[src/rtl/seg7_pkg.sv]
// rtl/seg7_pkg.sv - shared 7-segment constants, scan FSM states and pattern decoder
package seg7_pkg;

  // Active-low segment patterns, bit0=a ... bit6=g
  localparam logic [6:0] SEG_0     = 7'h40;
  localparam logic [6:0] SEG_1     = 7'h79;
  localparam logic [6:0] SEG_2     = 7'h24;
  localparam logic [6:0] SEG_3     = 7'h30;
  localparam logic [6:0] SEG_4     = 7'h19;
  localparam logic [6:0] SEG_5     = 7'h12;
  localparam logic [6:0] SEG_6     = 7'h02;
  localparam logic [6:0] SEG_7     = 7'h78;
  localparam logic [6:0] SEG_8     = 7'h00;
  localparam logic [6:0] SEG_9     = 7'h10;
  localparam logic [6:0] SEG_A     = 7'h08;
  localparam logic [6:0] SEG_B     = 7'h03;
  localparam logic [6:0] SEG_C     = 7'h46;
  localparam logic [6:0] SEG_D     = 7'h21;
  localparam logic [6:0] SEG_E     = 7'h06;
  localparam logic [6:0] SEG_F     = 7'h0E;
  localparam logic [6:0] SEG_BLANK = 7'h7F;

  typedef enum logic [1:0] {IDLE, SETTLE, HOLD} scan_state_e;

  // Returns {legal, nibble}; illegal patterns (including blank) return 5'h00
  function automatic logic [4:0] seg7_decode(input logic [6:0] seg);
    logic [4:0] r;
    case (seg)
      SEG_0:   r = 5'h10;
      SEG_1:   r = 5'h11;
      SEG_2:   r = 5'h12;
      SEG_3:   r = 5'h13;
      SEG_4:   r = 5'h14;
      SEG_5:   r = 5'h15;
      SEG_6:   r = 5'h16;
      SEG_7:   r = 5'h17;
      SEG_8:   r = 5'h18;
      SEG_9:   r = 5'h19;
      SEG_A:   r = 5'h1A;
      SEG_B:   r = 5'h1B;
      SEG_C:   r = 5'h1C;
      SEG_D:   r = 5'h1D;
      SEG_E:   r = 5'h1E;
      SEG_F:   r = 5'h1F;
      default: r = 5'h00;
    endcase
    return r;
  endfunction

endpackage

[src/rtl/seg_sync_filter.sv]
// rtl/seg_sync_filter.sv - 2-FF synchroniser and settle filter emitting a capture strobe
module seg_sync_filter
  import seg7_pkg::*;
#(
  parameter int W             = 15,
  parameter int STABLE_CYCLES = 4
) (
  input  logic         CLK,
  input  logic         RST_N,
  input  logic [W-1:0] raw_i,
  output logic [W-1:0] sample_o,
  output logic         cap_o
);

  localparam logic [8:0] STABLE_N = 9'(STABLE_CYCLES);

  logic [W-1:0] sync1_q, sync2_q, prev_q;
  scan_state_e  state_q;
  logic [7:0]   cnt_q;
  logic         changed;
  logic         leave_idle;
  logic [8:0]   next_cnt;

  assign changed    = (sync2_q != prev_q);
  assign leave_idle = (sync2_q != {W{1'b1}});
  assign next_cnt   = changed ? 9'd1 : ({1'b0, cnt_q} + 9'd1);
  assign sample_o   = sync2_q;

  // Strobe is combinational so the top's registers update on the edge the count completes
  always_comb begin
    cap_o = 1'b0;
    case (state_q)
      IDLE:    cap_o = leave_idle && (STABLE_N == 9'd1);
      SETTLE:  cap_o = (next_cnt == STABLE_N);
      HOLD:    cap_o = changed && (STABLE_N == 9'd1);
      default: cap_o = 1'b0;
    endcase
  end

  // Synchroniser resets to all-ones so the bus looks blank until real data arrives
  always_ff @(posedge CLK or negedge RST_N) begin
    if (!RST_N) begin
      sync1_q <= {W{1'b1}};
      sync2_q <= {W{1'b1}};
      prev_q  <= {W{1'b1}};
    end else begin
      sync1_q <= raw_i;
      sync2_q <= sync1_q;
      prev_q  <= sync2_q;
    end
  end

  // Settle FSM: count identical samples, capture once per stable run
  always_ff @(posedge CLK or negedge RST_N) begin
    if (!RST_N) begin
      state_q <= IDLE;
      cnt_q   <= 8'd0;
    end else begin
      case (state_q)
        IDLE: begin
          if (leave_idle) begin
            cnt_q   <= 8'd1;
            state_q <= cap_o ? HOLD : SETTLE;
          end
        end
        SETTLE: begin
          cnt_q <= next_cnt[7:0];
          if (cap_o) state_q <= HOLD;
        end
        HOLD: begin
          if (changed) begin
            cnt_q   <= 8'd1;
            state_q <= cap_o ? HOLD : SETTLE;
          end
        end
        default: state_q <= IDLE;
      endcase
    end
  end

endmodule

[src/rtl/seg_scan_capture.sv]
// rtl/seg_scan_capture.sv - 7-segment scan bus monitor recovering per-digit hex values (option: SEG_CAPTURE_DP_EN)
module seg_scan_capture
  import seg7_pkg::*;
#(
  parameter int STABLE_CYCLES = 4,
  parameter int NUM_DIGITS    = 8
) (
  input  logic        CLK,
  input  logic        RST_N,
  input  logic [6:0]  SEG_IN,
  input  logic [7:0]  AN_IN,
`ifdef SEG_CAPTURE_DP_EN
  input  logic        DP_IN,
  output logic [7:0]  DP_OUT,
`endif
  output logic [31:0] DIGITS,
  output logic [7:0]  VALID,
  output logic [7:0]  BAD,
  output logic        AN_ERR,
  output logic        FRAME
);

`ifdef SEG_CAPTURE_DP_EN
  localparam int W = 16;
  logic [W-1:0] raw;
  assign raw = {DP_IN, AN_IN, SEG_IN};
`else
  localparam int W = 15;
  logic [W-1:0] raw;
  assign raw = {AN_IN, SEG_IN};
`endif

  logic [W-1:0] sample;
  logic         cap;

  seg_sync_filter #(
    .W            (W),
    .STABLE_CYCLES(STABLE_CYCLES)
  ) u_filter (
    .CLK     (CLK),
    .RST_N   (RST_N),
    .raw_i   (raw),
    .sample_o(sample),
    .cap_o   (cap)
  );

  logic [31:0]           digits_q, digits_d;
  logic [7:0]            valid_q, valid_d;
  logic [7:0]            bad_q, bad_d;
  logic                  an_err_q, an_err_d;
  logic                  frame_q, frame_d;
  logic [NUM_DIGITS-1:0] seen_q, seen_d, seen_next;
  logic [6:0]            seg;
  logic [7:0]            an;
  logic [3:0]            zeros;
  logic [2:0]            idx;
  logic [4:0]            dec;
`ifdef SEG_CAPTURE_DP_EN
  logic [7:0]            dp_q, dp_d;
`endif

  assign seg = sample[6:0];
  assign an  = sample[14:7];

  // Locate the lit anode and count how many anodes are driven low
  always_comb begin
    zeros = 4'd0;
    idx   = 3'd0;
    for (int i = 0; i < 8; i++) begin
      if (!an[i]) begin
        zeros = zeros + 4'd1;
        idx   = 3'(i);
      end
    end
  end

  // Apply one capture to the per-digit state and track frame completion
  always_comb begin
    digits_d  = digits_q;
    valid_d   = valid_q;
    bad_d     = bad_q;
    an_err_d  = an_err_q;
    seen_d    = seen_q;
    seen_next = seen_q;
    frame_d   = 1'b0;
    dec       = seg7_decode(seg);
`ifdef SEG_CAPTURE_DP_EN
    dp_d      = dp_q;
`endif
    if (cap) begin
      if (zeros > 4'd1) begin
        an_err_d = 1'b1;
      end else if (zeros == 4'd1) begin
        if (dec[4]) begin
          digits_d[{idx, 2'b00} +: 4] = dec[3:0];
          valid_d[idx] = 1'b1;
          bad_d[idx]   = 1'b0;
        end else begin
          valid_d[idx] = 1'b0;
          bad_d[idx]   = (seg != SEG_BLANK);
        end
`ifdef SEG_CAPTURE_DP_EN
        dp_d[idx] = ~sample[15];
`endif
        seen_next[idx] = 1'b1;
        if (&seen_next) begin
          frame_d = 1'b1;
          seen_d  = '0;
        end else begin
          seen_d  = seen_next;
        end
      end
    end
  end

  // Output and bookkeeping registers
  always_ff @(posedge CLK or negedge RST_N) begin
    if (!RST_N) begin
      digits_q <= 32'd0;
      valid_q  <= 8'd0;
      bad_q    <= 8'd0;
      an_err_q <= 1'b0;
      frame_q  <= 1'b0;
      seen_q   <= '0;
`ifdef SEG_CAPTURE_DP_EN
      dp_q     <= 8'd0;
`endif
    end else begin
      digits_q <= digits_d;
      valid_q  <= valid_d;
      bad_q    <= bad_d;
      an_err_q <= an_err_d;
      frame_q  <= frame_d;
      seen_q   <= seen_d;
`ifdef SEG_CAPTURE_DP_EN
      dp_q     <= dp_d;
`endif
    end
  end

  assign DIGITS = digits_q;
  assign VALID  = valid_q;
  assign BAD    = bad_q;
  assign AN_ERR = an_err_q;
  assign FRAME  = frame_q;
`ifdef SEG_CAPTURE_DP_EN
  assign DP_OUT = dp_q;
`endif

endmodule

[config.mk]
export PLATFORM = sky130hd
export DESIGN_NAME = seg_scan_capture
export DESIGN_NICKNAME = d
export VERILOG_FILES = /design/src/rtl/seg7_pkg.sv /design/src/rtl/seg_sync_filter.sv /design/src/rtl/seg_scan_capture.sv
export SDC_FILE = /design/constraint.sdc
export NUM_CORES = 1
export LEC_CHECK = 0
export ABC_AREA = 1
export ABC_CLOCK_PERIOD_IN_PS = 6000
export BUFFER_PORTS_ARGS = -buffer_cell sky130_fd_sc_hd__buf_2
export CORE_ASPECT_RATIO = 1.25
export CORE_MARGIN = 2
export CORE_UTILIZATION = 48
export CTS_CLUSTER_DIAMETER = 120
export DETAILED_ROUTE_END_ITERATION = 6
export PLACE_DENSITY = 0.67
export SYNTH_ARGS = -nofsm -noshare
export SYNTH_HDL_FRONTEND = slang
export SYNTH_HIERARCHICAL = 1
export SYNTH_SLANG_ARGS = --single-unit
[constraint.sdc]
create_clock -name CLK -period 6 [get_ports CLK]
set_clock_uncertainty 0.1 [all_clocks]
set_input_delay 0 -clock CLK [delete_from_list [all_inputs] [get_ports CLK]]
set_output_delay 0 -clock CLK [all_outputs]
set_load 0.03 [all_outputs]
==> results of run 1 <==
## worst max-delay path by stage
stage               slack [ns]  cells past startpoint                           start                    end
floorplan                 2.26                     27  u_filter/sample_o[7]$_DFF_PN1_               register
global placement          1.26                     27  u_filter/sample_o[7]$_DFF_PN1_  DIGITS[4]$_DFFE_PN0P_
detailed placement        1.20                     24  u_filter/sample_o[7]$_DFF_PN1_  DIGITS[4]$_DFFE_PN0P_
CTS                       1.15                     24  u_filter/sample_o[7]$_DFF_PN1_  DIGITS[4]$_DFFE_PN0P_
global route              0.67                     31  u_filter/sample_o[7]$_DFF_PN1_  DIGITS[4]$_DFFE_PN0P_
finish                    1.17                     24  u_filter/sample_o[7]$_DFF_PN1_  DIGITS[4]$_DFFE_PN0P_
## logic make-up (layout without fill, tap and decap cells)
kind of cell	count (synthesis)	after routing	share of synthesized area (%)
simple gates	479	479	33.2
flops	113	113	45.0
buf+inv	170	265	10.6
compound gates	92	92	8.77
xor+xnor	2	2	0.273
fa+ha+maj	11	11	2.15
## stage by stage
step	area (um^2)	worst slack (ns)	std cells	total power, uW	utilization [%]
2_1_floorplan	6410	2.26	867	950	-
3_3_place_gp	6850	1.26	1085	1000	52.0
3_5_place_dp	6850	1.20	1085	1000	52.0
4_1_cts	7570	1.15	1133	1970	57.5
5_1_grt	7570	0.666	1133	2040	57.5
6_report	7570	1.17	1133	1960	57.5
## report_power, final
group          leakage, uW  switching, uW  internal (uW)
Sequential         0.00141           17.9            791
Combinational      0.00233            130           60.1
Clock             0.000284            393            564
## final cells by class
cell class              instances  area [um^2]
well taps                     171          214
clock inverters                14          116
repair buffers                 83          500
multi-input cells             584         2840
flip-flops and latches        113         2880
inverters                     150          564
clock buffers                  18          450
fillers                      1272         5600
## metal layers
metal	vias up	global-route usage, %	part of all wire [%]
met5	-	0	0
met4	0	7.41	1.9
met3	25	5.23	3.5
met2	110	37.3	50
met1	2582	26.7	45
li1	2894	-	-
## worst max-delay path: cells and delay by family, from the launching register on
kind | cells | cell delay [ns]
AO/OA/AOI/OAI | 3 | 0.48
adder cells (fa/ha/maj) | 3 | 0.94
buffers and inverters | 3 | 0.21
flip-flops | 1 | 0.60
AND/OR/NAND/NOR | 15 | 2.42
## Yosys cell counts (all sizes together), types with 2 or more instances
| library cell | n | share of area [%] |
|---|---|---|
| dfrtp | 68 | 27 |
| nor4 | 6 | 0.59 |
| xnor2 | 2 | 0.27 |
| nor2 | 88 | 5.5 |
| buf | 13 | 1.4 |
| nand4 | 14 | 1.5 |
| dfstp | 45 | 18 |
| a21oi | 10 | 0.96 |
| inv | 149 | 8.7 |
| clkbuf | 7 | 0.41 |
| nor3 | 27 | 2.1 |
| or2 | 4 | 0.39 |
| nand3 | 91 | 7.9 |
| nand3b | 3 | 0.35 |
| nand2 | 245 | 15 |
| o21ai | 45 | 3.5 |
| o21bai | 34 | 4.0 |
| ha | 11 | 2.1 |
## flip-flops by register name, summed over array words and instances, names as in the netlist, 2 cells and up, named ones only
name and flops:
u_filter/state_q 2, seen_q 8, u_filter/sample_o 15, BAD 8, u_filter/cnt_q 8, DIGITS 32
u_filter/prev_q 15, u_filter/sync1_q 15
==> metrics, run 1 <==
final RePlAce weighted congestion=0.896; Final setup viols=0; Yosys cell types=35; most frequent cells in the layout=nand2_1, inv_1, nand3_1, nor2_1, dfrtp_1; Slew Viols, Final=0; final wirelength=14.5 mm; clk sink count=113; reg2reg start=u_filter/sample_o[7]$_DFF_PN1_; deepest clock path buffer count=2; ys flop type=dfrtp_1; critical path cell sequence=inv_1, ha_1, inv_1, nand2_1, nand2_2, inv_1, ha_1, or2_1, nand2_1, nand3_1, nand3_1, nand2_2, ha_1, o21ai_1, nand2_1, o21ai_1, nor2_1, nand2_1, nand2_1, a21oi_4, nand3_4, nor2_4, nand3_1, nand2_1; register area share after synthesis=45.0%; clock root buffer=clkbuf_16; Worst-Margin Slew=0.908 ns; critical path data arrival time=5.08 ns; setup_tns=0 ns; ys async rst share=100%; pin count of the biggest net entering global routing=60; WS Path Type=register to register; Tmin final=4.83 ns; row cnt=47; most common cell after layout, fill and taps aside=nand2_1; Slowest-stage cell, CP=nor2_4; # diodes=0; Post-CTS Setup Inserts=0; critical path endpoint category=register; area grow syn2layout=18.2%; Vias=5611; Yosys reg bits=113; Pre-Repair DR Iteration Count=6; Die W=107 um; R2R Setup Slk=1.17 ns; Initial Utilization=48.6%; syn_area_per_cell=7.39 um^2; Iteration-0 DRC Markers=272; CP peak stage delay=0.66 ns; Top-Level Pins=67; Post-synth EDFFs=0; die area=14300 um^2; grt total ovfl=0; Crit Path Max Fanout=42; maximum vdd ir drop=179 uV; mapped cell area=6410 um^2; Detail Placement HPWL=10.1 mm; post-cts sizing count=0; nets@finish=977; vias per std cell=4.95; RSZ-0062 raised after global routing=false; Core ar.=13200 um^2; Fmax=207 MHz; Power Density=258 nW/um^2; Mapped Cells=867; status=finished clean; cts-stage hold buffer count=16; share of cells above drive strength 1=17.8%; number of routed nets with antenna violations=0; CP Launch Type=register; DR WL/cell=12.8 um; Die Span Y=133 um; Final Hold Viols=0; Hold WS=0.100 ns; first-pass GRT wire length=24.9 mm; max-cap violations=0; Worst EP required=6.24 ns; initial antenna violation count=0; Leak=0.00403 uW; clk_lat worst skew=0.41 ns; CTS tree=yes; most used cell, CP=nand2_1; TritonCTS Buffers=17; residual DRC count=0; gr usage total=21.7%; Worst R2R End=DIGITS[4]$_DFFE_PN0P_; period utilization=80.5%; syn_nets=895; worst rel slew slack=39.3%; CTS clk-pin slew, worst paths=0.06 ns; worst reg-to-reg path cell count=24; CTS HTree Levels=4; vias in the first global route=5522; type of the worst min-delay path=input pin to async pin; IO buf count=66; Yosys warning count=6
(Power assumes the default switching activity.)
==> run 2, diff against run 1 <==
--- a/config.mk
+++ b/config.mk
@@ -6,7 +6,7 @@
 export NUM_CORES = 1
 export LEC_CHECK = 0
 export ABC_AREA = 1
-export ABC_CLOCK_PERIOD_IN_PS = 6000
+export ABC_CLOCK_PERIOD_IN_PS = 4800
 export BUFFER_PORTS_ARGS = -buffer_cell sky130_fd_sc_hd__buf_2
 export CORE_ASPECT_RATIO = 1.25
 export CORE_MARGIN = 2
==> constraint.sdc (replaced) <==
create_clock -name CLK -period 4.8 [get_ports CLK]
set_clock_uncertainty 0.1 [all_clocks]
set_input_delay 0 -clock CLK [delete_from_list [all_inputs] [get_ports CLK]]
set_output_delay 0 -clock CLK [all_outputs]
set_load 0.03 [all_outputs]
==> metrics, run 2 (synthesis gave the netlist of run 1 again) <==
pin count of the biggest net entering global routing=69 (was 60); Initial Utilization=48.6% (unchanged); Leak=0.00405 uW (was 0.00403 uW); Iteration-0 DRC Markers=256 (was 272); die area=14300 um^2 (unchanged); wl on met1=6.56 mm (was 6.47 mm); gr usage total=21.9% (was 21.7%); maximum vdd ir drop=224 uV (was 179 uV); Fmax=237 MHz (was 207 MHz); Slowest-stage cell, CP=dfstp_2 (was nor2_4); DR top layer=met4 (unchanged); Post-CTS Setup Inserts=0 (unchanged); Final Cell Area=7630 um^2 (was 7570 um^2); Util after Layout=57.9% (was 57.5%); type of the worst min-delay path=input pin to register (was input pin to async pin); Core ar.=13200 um^2 (unchanged); setup_tns=0 ns (unchanged); # fillers=1283 (was 1272); fin worst setup slack=0.585 ns (was 1.17 ns); number of routed nets with antenna violations=0 (unchanged); vias per std cell=4.93 (was 4.95); row cnt=47 (unchanged); Worst EP required=5.01 ns (was 6.24 ns); Final setup viols=0 (unchanged); Die Span Y=133 um (unchanged); CTS HTree Levels=4 (unchanged); clock root buffer=clkbuf_16 (unchanged); vias in the first global route=5359 (was 5522); Pre-Repair DR Iteration Count=4 (was 6); most used cell, CP=nand2_1 (unchanged); first-pass GRT wire length=24.8 mm (was 24.9 mm); WS Path Type=register to register (unchanged); max FFs per register=32 (unchanged); CP Launch Type=register (unchanged); CTS tree=yes (unchanged); Final Hold Viols=0 (unchanged); final wirelength=14.4 mm (was 14.5 mm); cts-stage hold buffer count=16 (unchanged); CTS clk-pin slew, worst paths=0.06 ns (about the same); post-cts sizing count=0 (unchanged); share of cells above drive strength 1=18.1% (was 17.8%); clk sink count=113 (unchanged); Detail Placement HPWL=10.2 mm (was 10.1 mm); delay-heaviest family, CP=simple AND/OR/NAND/NOR gates (unchanged); CP peak stage delay=0.60 ns (was 0.66 ns); met2 wire len=7.07 mm (was 7.23 mm); pre-CTS WS=0.597 ns (was 1.20 ns); status=finished clean (unchanged); Power Density=328 nW/um^2 (was 258 nW/um^2); # diodes=0 (unchanged); IO buf count=66 (unchanged); Vias=5607 (was 5611); RSZ-0062 raised after global routing=false (unchanged); met3 routed WL=489 um (was 504 um); period utilization=87.8% (was 80.5%); initial antenna violation count=0 (unchanged); deepest clock path buffer count=2 (unchanged); dpl cell area=6880 um^2 (was 6850 um^2); Slew Viols, Final=0 (unchanged); Crit Path Max Fanout=41 (was 42); critical path endpoint category=register (unchanged); Top-Level Pins=67 (unchanged); Die W=107 um (unchanged); most common cell after layout, fill and taps aside=nand2_1 (unchanged); worst rel slew slack=44.0% (was 39.3%); final RePlAce weighted congestion=0.866 (was 0.896); most frequent cells in the layout=nand2_1, inv_1, nand3_1, nor2_1, dfrtp_1 (unchanged); grt total ovfl=0 (unchanged); TritonCTS Buffers=17 (unchanged); max-cap violations=0 (unchanged); Worst-Margin Slew=0.840 ns (was 0.908 ns); worst path buffer plus inverter count=7 (was 3); residual DRC count=0 (unchanged); clk_lat worst skew=0.43 ns (was 0.41 ns); area grow syn2layout=19.1% (was 18.2%); critical path data arrival time=4.42 ns (was 5.08 ns); DR WL/cell=12.7 um (was 12.8 um); Power Total=2500 uW (was 1960 uW); nets@finish=981 (was 977); Tmin final=4.22 ns (was 4.83 ns)
-- run 2: changes by cell type in the layout (fill, tap and decap cells not counted), sizes merged --
cell,delta
clkinvlp,+2
bufinv,+1
buf,+4
clkinv,-3
-- run 2: cell type report --
class	instances	area, um^2	area share, %
clock inverters	14	141	1.85
flip-flops and latches	113	2880	37.8
multi-input cells	584	2840	37.3
repair buffers	87	531	6.95
clock buffers	18	450	5.90
well taps	171	214	2.80
inverters	150	564	7.40
-- run 2: metal layers --
metal | vias to the layer above | global-route usage (%)
li1 | 2912 | -
met2 | 90 | 36.0
met3 | 23 | 4.75
met1 | 2582 | 27.5
met4 | 0 | 9.83
met5 | - | 0
-- run 2: path summary, 6_finish.rpt --
check | from | endpoint | slack, ns | depth (start not counted)
worst min-delay path | SEG_IN[0] | u_filter/sync1_q[0]$_DFF_PN1_ | 0.11 | 2
worst max-delay path | u_filter/sample_o[7]$_DFF_PN1_ | register | 0.58 | 31
worst min register to register | u_filter/sync1_q[4]$_DFF_PN1_ | u_filter/sample_o[4]$_DFF_PN1_ | 0.25 | 0
worst max register to register | u_filter/sample_o[7]$_DFF_PN1_ | register | 0.58 | 31
max in group asynchronous | RST_N | BAD[6]$_DFFE_PN0P_ | 3.36 | 3
min in group asynchronous | RST_N | DIGITS[5]$_DFFE_PN0P_ | 0.14 | 2
-- run 2: metrics by stage --
stage,hold WS (ns),cells
floorplan,-0.396,867
global placement,0.00448,1089
detailed placement,0.00632,1089
CTS,0.0956,1137
global route,0.111,1137
finish,0.111,1137
-- run 2: power breakdown --
part           switching (uW)  total (uW)  internal, uW
combinational             161         237          75.6
sequential               22.9        1010           989
clock                     497        1260           758
total                     681        2500          1820
==> run 3, diff against run 2 <==
--- a/config.mk
+++ b/config.mk
@@ -10,10 +10,10 @@
 export BUFFER_PORTS_ARGS = -buffer_cell sky130_fd_sc_hd__buf_2
 export CORE_ASPECT_RATIO = 1.25
 export CORE_MARGIN = 2
-export CORE_UTILIZATION = 48
+export CORE_UTILIZATION = 59
 export CTS_CLUSTER_DIAMETER = 120
 export DETAILED_ROUTE_END_ITERATION = 6
-export PLACE_DENSITY = 0.67
+export PLACE_DENSITY = 0.8
 export SYNTH_ARGS = -nofsm -noshare
 export SYNTH_HDL_FRONTEND = slang
 export SYNTH_HIERARCHICAL = 1
==> metrics, run 3 (synthesis gave the netlist of run 1 again) <==
status=finished clean (unchanged); die area=11700 um^2 (was 14300 um^2); fin worst setup slack=0.500 ns (was 0.585 ns); Detail Placement HPWL=10.3 mm (was 10.2 mm); WS Path Type=register to register (unchanged); gr usage total=27.0% (was 21.9%); setup_tns=0 ns (unchanged); max FFs per register=32 (unchanged); pin count of the biggest net entering global routing=71 (was 69); clk_lat worst skew=0.42 ns (was 0.43 ns); period utilization=89.6% (was 87.8%); nets@finish=980 (was 981); wl on met1=6.46 mm (was 6.56 mm); sequential cell area=2880 um^2 (unchanged); RSZ-0062 raised after global routing=false (unchanged); Fmax=233 MHz (was 237 MHz); Core ar.=10600 um^2 (was 13200 um^2); final RePlAce weighted congestion=0.910 (was 0.866); Final Hold Viols=0 (unchanged); CTS tree=yes (unchanged); Iteration-0 DRC Markers=406 (was 256); residual DRC count=0 (unchanged); Pre-Repair DR Iteration Count=5 (was 4); type of the worst min-delay path=input pin to register (unchanged); met3 routed WL=769 um (was 489 um); first-pass GRT wire length=25.5 mm (was 24.8 mm); number of routed nets with antenna violations=0 (unchanged); grt total ovfl=0 (unchanged); vias in the first global route=5504 (was 5359); critical path endpoint category=register (unchanged); deepest clock path buffer count=2 (unchanged); vias per std cell=5.28 (was 4.93); most frequent cells in the layout=nand2_1, inv_1, nand3_1, nor2_1, dfrtp_1 (unchanged); # fillers=845 (was 1283); CTS HTree Levels=4 (unchanged); max-cap violations=0 (unchanged); maximum vdd ir drop=197 uV (was 224 uV); pre-CTS WS=0.421 ns (was 0.597 ns); worst rel slew slack=42.2% (was 44.0%); IO buf count=66 (unchanged); row cnt=42 (was 47); Initial Utilization=60.7% (was 48.6%); DR WL/cell=13.9 um (was 12.7 um); Leak=0.00406 uW (was 0.00405 uW); Vias=5795 (was 5607); most used cell, CP=nand2_1 (unchanged); initial antenna violation count=0 (unchanged); Top-Level Pins=67 (unchanged); most common cell after layout, fill and taps aside=nand2_1 (unchanged); CP peak stage delay=0.60 ns (about the same); clock root buffer=clkbuf_16 (unchanged); area of the multi-input gates=2860 um^2 (was 2840 um^2); Final setup viols=0 (unchanged); Slew Viols, Final=0 (unchanged); TritonCTS Buffers=17 (unchanged); Worst EP required=4.99 ns (was 5.01 ns); Worst-Margin Slew=0.867 ns (was 0.840 ns); area grow syn2layout=18.8% (was 19.1%); Crit Path Max Fanout=41 (unchanged); Die W=97.2 um (was 107 um); clk sink count=113 (unchanged); share of cells above drive strength 1=18.0% (was 18.1%); Tmin final=4.30 ns (was 4.22 ns); Power Density=336 nW/um^2 (was 328 nW/um^2); Slowest-stage cell, CP=dfstp_2 (unchanged); Post-CTS Setup Inserts=0 (unchanged); DR top layer=met4 (unchanged); # diodes=0 (unchanged); Die Span Y=121 um (was 133 um); met2 wire len=7.67 mm (was 7.07 mm); CP Launch Type=register (unchanged); final wirelength=15.2 mm (was 14.4 mm); CTS clk-pin slew, worst paths=0.06 ns (about the same); critical path data arrival time=4.49 ns (was 4.42 ns)
## run 3: cell count changes in the layout (fill, tap and decap cells not counted), sizes merged
cell	previous run	this run
inv	158	153
buf	71	69
nor2	88	89
clkinvlp	2	0
clkinv	3	7
clkbuf	18	21
## run 3: worst max-delay path: cells and delay by family, from the launching register on
family        cells  cell delay, ns
fa+ha+maj         3            0.83
buf+inv           7            0.74
flops             1            0.60
simple gates     21            1.89
## run 3: final timing paths
kind	start	end	slack [ns]	cells after the start
worst max register to register	u_filter/sample_o[7]$_DFF_PN1_	BAD[4]$_DFFE_PN0P_	0.50	31
worst max-delay path	u_filter/sample_o[7]$_DFF_PN1_	BAD[4]$_DFFE_PN0P_	0.50	31
max in group asynchronous	RST_N	u_filter/sample_o[11]$_DFF_PN1_	3.39	3
worst min register to register	u_filter/sync1_q[9]$_DFF_PN1_	u_filter/sample_o[9]$_DFF_PN1_	0.25	0
min in group asynchronous	RST_N	DIGITS[6]$_DFFE_PN0P_	0.15	2
worst min-delay path	AN_IN[0]	u_filter/sync1_q[7]$_DFF_PN1_	0.12	2
## run 3: routing by layer
metal,vias up,global-route usage (%)
met5,-,0
li1,2905,-
met4,0,10.7
met1,2687,34.1
met2,173,46.3
met3,30,5.03
## run 3: where the power goes
part,leakage (uW),switching (uW),total (uW),internal [uW]
sequential,0.00141,23.2,1010,989
combinational,0.00234,166,241,75.2
clock,0.000310,474,1300,827
## run 3: metrics by stage
stage	hold WS [ns]	std cells	power, uW	utilization (%)	area [um^2]
2_1_floorplan	-0.396	867	1190	-	6410
3_3_place_gp	0.00430	1048	1250	64.5	6810
3_5_place_dp	0.00615	1048	1250	64.5	6810
4_1_cts	0.112	1096	2570	71.9	7600
5_1_grt	0.114	1097	2650	72.1	7610
6_report	0.116	1097	2550	72.1	7610
## run 3: final cells by class
cell class	instances	share of cell area (%)
flip-flops and latches	113	37.9
multi-input cells	585	37.5
inverters	150	7.41
repair buffers	85	6.77
clock buffers	21	6.76
well taps	132	2.17
clock inverters	11	1.48
## run 3: timing repair
| item | in CTS | in global routing |
|---|---|---|
| gates resized for setup | 0 | 1 |
| hold buffers | 16 | 0 |
| hold endpoints to repair | 72 | 0 |
| endpoints found under the setup margin | 0 | 32 |
